## src/rtl/gcd_pkg.sv

```systemverilog
// Shared types for the GCD engine: FSM state encoding and its width.
package gcd_pkg;

  localparam int unsigned STATE_W = 3;

  typedef enum logic [STATE_W-1:0] {
    IDLE_A = 3'd0,
    ACK_A  = 3'd1,
    IDLE_B = 3'd2,
    CALC   = 3'd3,
    DONE   = 3'd4
  } gcd_state_e;

endpackage

```

## src/rtl/gcd_engine_if.sv

```systemverilog
// Four-phase req/ack operand/result bus of the GCD engine.
// iter_count is present only when GCD_ITER_COUNT_EN is defined.
interface gcd_engine_if #(
  parameter int unsigned WIDTH = 8
);

  logic             req;
  logic [WIDTH-1:0] data_in;
  logic             ack;
  logic             busy;
  logic [WIDTH-1:0] result;
`ifdef GCD_ITER_COUNT_EN
  logic [WIDTH-1:0] iter_count;
`endif

  modport master (
    output req,
    output data_in,
    input  ack,
    input  busy,
`ifdef GCD_ITER_COUNT_EN
    input  iter_count,
`endif
    input  result
  );

  modport slave (
    input  req,
    input  data_in,
    output ack,
    output busy,
`ifdef GCD_ITER_COUNT_EN
    output iter_count,
`endif
    output result
  );

endinterface

```

## src/rtl/gcd_datapath.sv

```systemverilog
// Operand registers A/B with a single shared subtractor and the comparator flags.
module gcd_datapath #(
  parameter int unsigned WIDTH = 8
) (
  input  logic             clk,
  input  logic             reset,
  input  logic             load_a_i,
  input  logic             load_b_i,
  input  logic             sub_en_i,
  input  logic [WIDTH-1:0] data_i,
  output logic [WIDTH-1:0] a_o,
  output logic [WIDTH-1:0] b_o,
  output logic             a_zero_o,
  output logic             b_zero_o,
  output logic             eq_o,
  output logic             a_gt_b_o
);

  logic [WIDTH-1:0] a_q, b_q;
  logic [WIDTH-1:0] minuend_c, subtrahend_c, diff_c;

  assign a_zero_o = (a_q == '0);
  assign b_zero_o = (b_q == '0);
  assign eq_o     = (a_q == b_q);
  assign a_gt_b_o = (a_q > b_q);

  // Larger operand always minuend, so the difference never wraps.
  assign minuend_c    = a_gt_b_o ? a_q : b_q;
  assign subtrahend_c = a_gt_b_o ? b_q : a_q;
  assign diff_c       = minuend_c - subtrahend_c;

  always_ff @(posedge clk or posedge reset) begin
    if (reset) begin
      a_q <= '0;
      b_q <= '0;
    end else begin
      if (load_a_i) begin
        a_q <= data_i;
      end else if (sub_en_i && a_gt_b_o) begin
        a_q <= diff_c;
      end
      if (load_b_i) begin
        b_q <= data_i;
      end else if (sub_en_i && !a_gt_b_o) begin
        b_q <= diff_c;
      end
    end
  end

  assign a_o = a_q;
  assign b_o = b_q;

endmodule

```

## src/rtl/gcd_engine.sv

```systemverilog
// GCD by repeated subtraction behind a four-phase req/ack handshake.
// Optional saturating subtraction counter enabled by GCD_ITER_COUNT_EN.
module gcd_engine
  import gcd_pkg::*;
#(
  parameter int unsigned WIDTH = 8
) (
  input  logic        clk,
  input  logic        reset,
  gcd_engine_if.slave bus
);

  gcd_state_e       state_q, state_d;
  logic             ack_q, ack_d;
  logic             busy_q, busy_d;
  logic [WIDTH-1:0] result_q, result_d;
  logic             load_a_c, load_b_c, sub_en_c, term_c;
  logic [WIDTH-1:0] a_c, b_c;
  logic             a_zero_c, b_zero_c, eq_c, a_gt_b_c;

  gcd_datapath #(.WIDTH(WIDTH)) u_dp (
    .clk      (clk),
    .reset    (reset),
    .load_a_i (load_a_c),
    .load_b_i (load_b_c),
    .sub_en_i (sub_en_c),
    .data_i   (bus.data_in),
    .a_o      (a_c),
    .b_o      (b_c),
    .a_zero_o (a_zero_c),
    .b_zero_o (b_zero_c),
    .eq_o     (eq_c),
    .a_gt_b_o (a_gt_b_c)
  );

  assign term_c = a_zero_c || b_zero_c || eq_c;

  always_ff @(posedge clk or posedge reset) begin
    if (reset) begin
      state_q  <= IDLE_A;
      ack_q    <= 1'b0;
      busy_q   <= 1'b0;
      result_q <= '0;
    end else begin
      state_q  <= state_d;
      ack_q    <= ack_d;
      busy_q   <= busy_d;
      result_q <= result_d;
    end
  end

  always_comb begin
    state_d = state_q;
    unique case (state_q)
      IDLE_A:  if (bus.req)  state_d = ACK_A;
      ACK_A:   if (!bus.req) state_d = IDLE_B;
      IDLE_B:  if (bus.req)  state_d = CALC;
      CALC:    if (term_c)   state_d = DONE;
      DONE:    if (!bus.req) state_d = IDLE_A;
      default: state_d = IDLE_A;
    endcase
  end

  // req is deliberately not looked at in CALC.
  always_comb begin
    ack_d    = ack_q;
    busy_d   = busy_q;
    result_d = result_q;
    load_a_c = 1'b0;
    load_b_c = 1'b0;
    sub_en_c = 1'b0;
    unique case (state_q)
      IDLE_A: if (bus.req) begin
        load_a_c = 1'b1;
        ack_d    = 1'b1;
      end
      ACK_A: if (!bus.req) ack_d = 1'b0;
      IDLE_B: if (bus.req) begin
        load_b_c = 1'b1;
        busy_d   = 1'b1;
      end
      CALC: if (term_c) begin
        result_d = a_zero_c ? b_c : a_c;
        ack_d    = 1'b1;
        busy_d   = 1'b0;
      end else begin
        sub_en_c = 1'b1;
      end
      DONE: if (!bus.req) ack_d = 1'b0;
      default: ;
    endcase
  end

  assign bus.ack    = ack_q;
  assign bus.busy   = busy_q;
  assign bus.result = result_q;

`ifdef GCD_ITER_COUNT_EN
  logic [WIDTH-1:0] cnt_q;

  // Cleared on the B-load edge, saturates at all-ones.
  always_ff @(posedge clk or posedge reset) begin
    if (reset) begin
      cnt_q <= '0;
    end else if (state_q == IDLE_B && bus.req) begin
      cnt_q <= '0;
    end else if (sub_en_c && cnt_q != '1) begin
      cnt_q <= cnt_q + WIDTH'(1);
    end
  end

  assign bus.iter_count = cnt_q;
`endif

endmodule

```

## src/flat_wrapper.sv

```systemverilog
// flat-port wrapper written by rule: the top's interface ports become plain ports
module gcd_engine_flat import gcd_pkg::*;
#(
  parameter int unsigned WIDTH = 8
)
  (clk, reset, bus_req, bus_data_in, bus_ack, bus_busy, bus_result);
  gcd_engine_if #(.WIDTH(WIDTH)) bus_i ();
  input  logic clk;
  input  logic reset;
  input wire logic [$bits(bus_i.req)-1:0] bus_req;
  input wire logic [$bits(bus_i.data_in)-1:0] bus_data_in;
  output wire logic [$bits(bus_i.ack)-1:0] bus_ack;
  output wire logic [$bits(bus_i.busy)-1:0] bus_busy;
  output wire logic [$bits(bus_i.result)-1:0] bus_result;
  assign bus_i.req = bus_req;
  assign bus_i.data_in = bus_data_in;
  assign bus_ack = bus_i.ack;
  assign bus_busy = bus_i.busy;
  assign bus_result = bus_i.result;
  gcd_engine #(.WIDTH(WIDTH)) u_core (.clk(clk), .reset(reset), .bus(bus_i));
endmodule
```

## config.mk

```make
export PLATFORM = sky130hd
export DESIGN_NAME = gcd_engine_flat
export DESIGN_NICKNAME = d
export VERILOG_FILES = /design/src/rtl/gcd_pkg.sv /design/src/rtl/gcd_engine_if.sv /design/src/rtl/gcd_datapath.sv /design/src/rtl/gcd_engine.sv /design/src/flat_wrapper.sv
export SDC_FILE = /design/constraint.sdc
export NUM_CORES = 1
export LEC_CHECK = 0
export CAP_MARGIN = 10
export CORE_MARGIN = 4
export CORE_UTILIZATION = 41
export CTS_CLUSTER_DIAMETER = 150
export DETAILED_ROUTE_END_ITERATION = 12
export GPL_TIMING_DRIVEN = 0
export PLACE_DENSITY = 0.69
export SYNTH_ARGS = -nofsm -noshare
export SYNTH_HDL_FRONTEND = slang
export SYNTH_SLANG_ARGS = --single-unit
```

## constraint.sdc

```tcl
create_clock -name clk -period 3.45 [get_ports clk]
set_clock_uncertainty 0.15 [all_clocks]
set_input_delay 1.035 -clock clk [delete_from_list [all_inputs] [get_ports clk]]
set_output_delay 1.035 -clock clk [all_outputs]
set_load 0.01 [all_outputs]
```

==> impl_metrics.yaml <==
detailed_routing:
  dr.pass1.iters: 4
  vias: 1888
  wire_per_inst_um: 16.8
  ant_nets: 0
  drt_iter0_drc: 153
  drt_wl_total_um: 5350
  viasPerCell: 5.94
  remaining_drc_errors: 0
yosys:
  ys.warnings.count: 0
  synth_top_area_share_pct: 36.0
  ys_types: 57
  synthTopCellsByArea: "dfrtp_1 (36%), ha_1 (5.6%), nand2_1 (4.8%)"
  synthCells: 222
  netlist_area_mm2: 0.00201
  syn-num-nets: 242
  yosysTopAreaCell: "dfrtp_1"
  synth-edff-count: 0
  synth_seq_area_share_pct: 36.0
  synth_ff_type: "dfrtp_1"
  async_flop_share_pct: 100
  avgSynthCellArea_um2: 9.07
  ys_seq_elements: 29
clock_network:
  cts.clk_slew.worst_paths_ps: 60
  clk_latency_ps: 280
  cts_num_sinks: 29
  ctsRootBufferMaster: "clkbuf_8"
  cts_made_buffers: 5
  cts_buffer_depth: 2
  cts_tree: "yes"
  htreeDepth: 2
  holdBufCountCts: 0
global_route:
  grt_pass1_vias: 1868
  grt_pass1_wl_um: 8910
  grt_usage_pct: 18.5
  gr-total-overflow: 0
  grt_max_degree: 30
  antenna_found_initial: 0
setup_path:
  critical_path_arrival_ps: 3340
  crit_required_ps: 3520
  rr_endpoint: "u_core.u_dp.b_o[6]"
  worstSetupPathType: "reg -> reg"
  end_kind: "flop"
  path_max_fanout: 8
  r2r_slack_ps: 180
  cp-start-kind: "flop"
  reg2reg_depth: 14
  r2r_start: "u_core.u_dp.b_o[2]"
hold_path:
  holdPathStages: 1
  min_to: "u_core.bus.busy"
  min_from: "u_core.bus.busy"
  hp-class: "reg -> reg"
final_layout:
  ff_latch_area_um2: 726
  nFillCells: 470
  final_cell_mix: "dfrtp_1 (29), nand2_1 (26), clkdlybuf4s50_1 (20)"
  multi_input_area_mm2: 0.00123
  layout_commonest_cell: "dfrtp_1"
  area_growth_pct: 20.0
  diodes: 0
  finalNetCount: 270
  drive_above_1_share_pct: 12.0
placement:
  gp_congestion: 0.906
  dp_slack_ps: -324
  hpwl_um: 3990
  portBuffers: 20
sta:
  hold_ws_ps: 327
  setup_slack_ps: 176
  setup_viol: 0
  hold_viol: 0
  final_max_slew_viol_count: 0
  slew_headroom_pct: 47.2
  max_freq_mhz: 305
  tightest_slew_ps: 789
  rsz0062_at_grt: "no"
  min_period_over_period_pct: 94.9
  min_period_ps: 3270
floorplan:
  die_h_um: 78.1
  initial_core_util_pct: 42.4
  design.core.area_mm2: 0.00475
  rows: 25
  die_area_mm2: 0.00610
  io_pins: 21
  die_w_um: 78.1
run_status:
  outcome: "completed"
run:
  cap_violations: 0
per-stage QoR:
step           instance area [um2]  instances  utilization [%]  setup TNS, ps
2_1_floorplan                 2010        222                -              0
3_3_place_gp                  2300        309             48.3          -1450
3_5_place_dp                  2300        309             48.3          -1560
4_1_cts                       2390        317             50.3              0
5_1_grt                       2420        318             50.8              0
6_report                      2420        318             50.8              0
repair_timing:
action / in CTS / in global routing
setup buffers: 0 / 0
gates resized for setup: 1 / 0
endpoints found under the setup margin: 1 / 0
cells by family after synthesis:
family / synth area share [%]
buffers and inverters: 3.35
flip-flops: 36.0
adder cells (fa/ha/maj): 5.59
AND/OR/NAND/NOR: 24.0
XOR/XNOR: 1.74
AO/OA/AOI/OAI: 29.3
routing by layer:
| layer | GRT usage [%] | up-vias | share of wire [%] |
|---|---|---|---|
| li1 | - | 907 | - |
| met1 | 24.6 | 903 | 45 |
| met2 | 29.2 | 65 | 46 |
| met3 | 4.24 | 13 | 5.7 |
| met4 | 7.34 | 0 | 2.6 |
| met5 | 0 | - | 0 |
how the worst max path moves through the flow:
stage	endpoint	depth (start not counted)	startpoint
global route	u_core.u_dp.a_o[6]	14	u_core.u_dp.b_o[2]
global placement	u_core.u_dp.a_o[7]	7	bus_req
floorplan	u_core.u_dp.a_o[6]	14	u_core.u_dp.b_o[2]
detailed placement	u_core.u_dp.a_o[7]	7	bus_req
CTS	u_core.u_dp.b_o[6]	14	u_core.u_dp.b_o[2]
finish	u_core.u_dp.b_o[6]	14	u_core.u_dp.b_o[2]
synth_stat cells (all sizes together), types with 4 or more instances:
cell type  number
nand3          11
a21o            6
ha              9
a22oi          11
dfrtp          29
a21oi          11
nor4            4
inv            12
nand2          27
nor3            4
o21ai          18
a22o            7
o211ai          6
nor2           15
critical path, cell delays in order (launching register included):
cell,delay (ps)
dfrtp_1,430
inv_1,120
ha_1,400
and4_1,300
nand2_2,100
and2_4,140
buf_6,140
nor4_4,250
a31oi_1,70
ha_1,190
inv_1,70
a31oi_2,110
o211a_1,260
or3_1,380
nand3_1,100
layout make-up:
class | instances | share of cell area (%)
clock buffers | 5 | 2.85
clock inverters | 3 | 0.725
plain buffers | 4 | 0.932
multi-input cells | 177 | 50.7
repair buffers | 21 | 9.42
inverters | 12 | 1.86
flip-flops and latches | 29 | 30.0
well taps | 67 | 3.47
sequential cells by signal (all words and copies together) (netlist names):
signal / count
u_core.u_dp.b_o: 8
u_core.bus.result: 8
u_core.bus.ack: 1
u_core.bus.busy: 1
u_core.u_dp.a_o: 8
u_core.state_q: 3
Power is not shown: default switching activity piles up to over one toggle a cycle in this logic, so the estimate is an artifact.
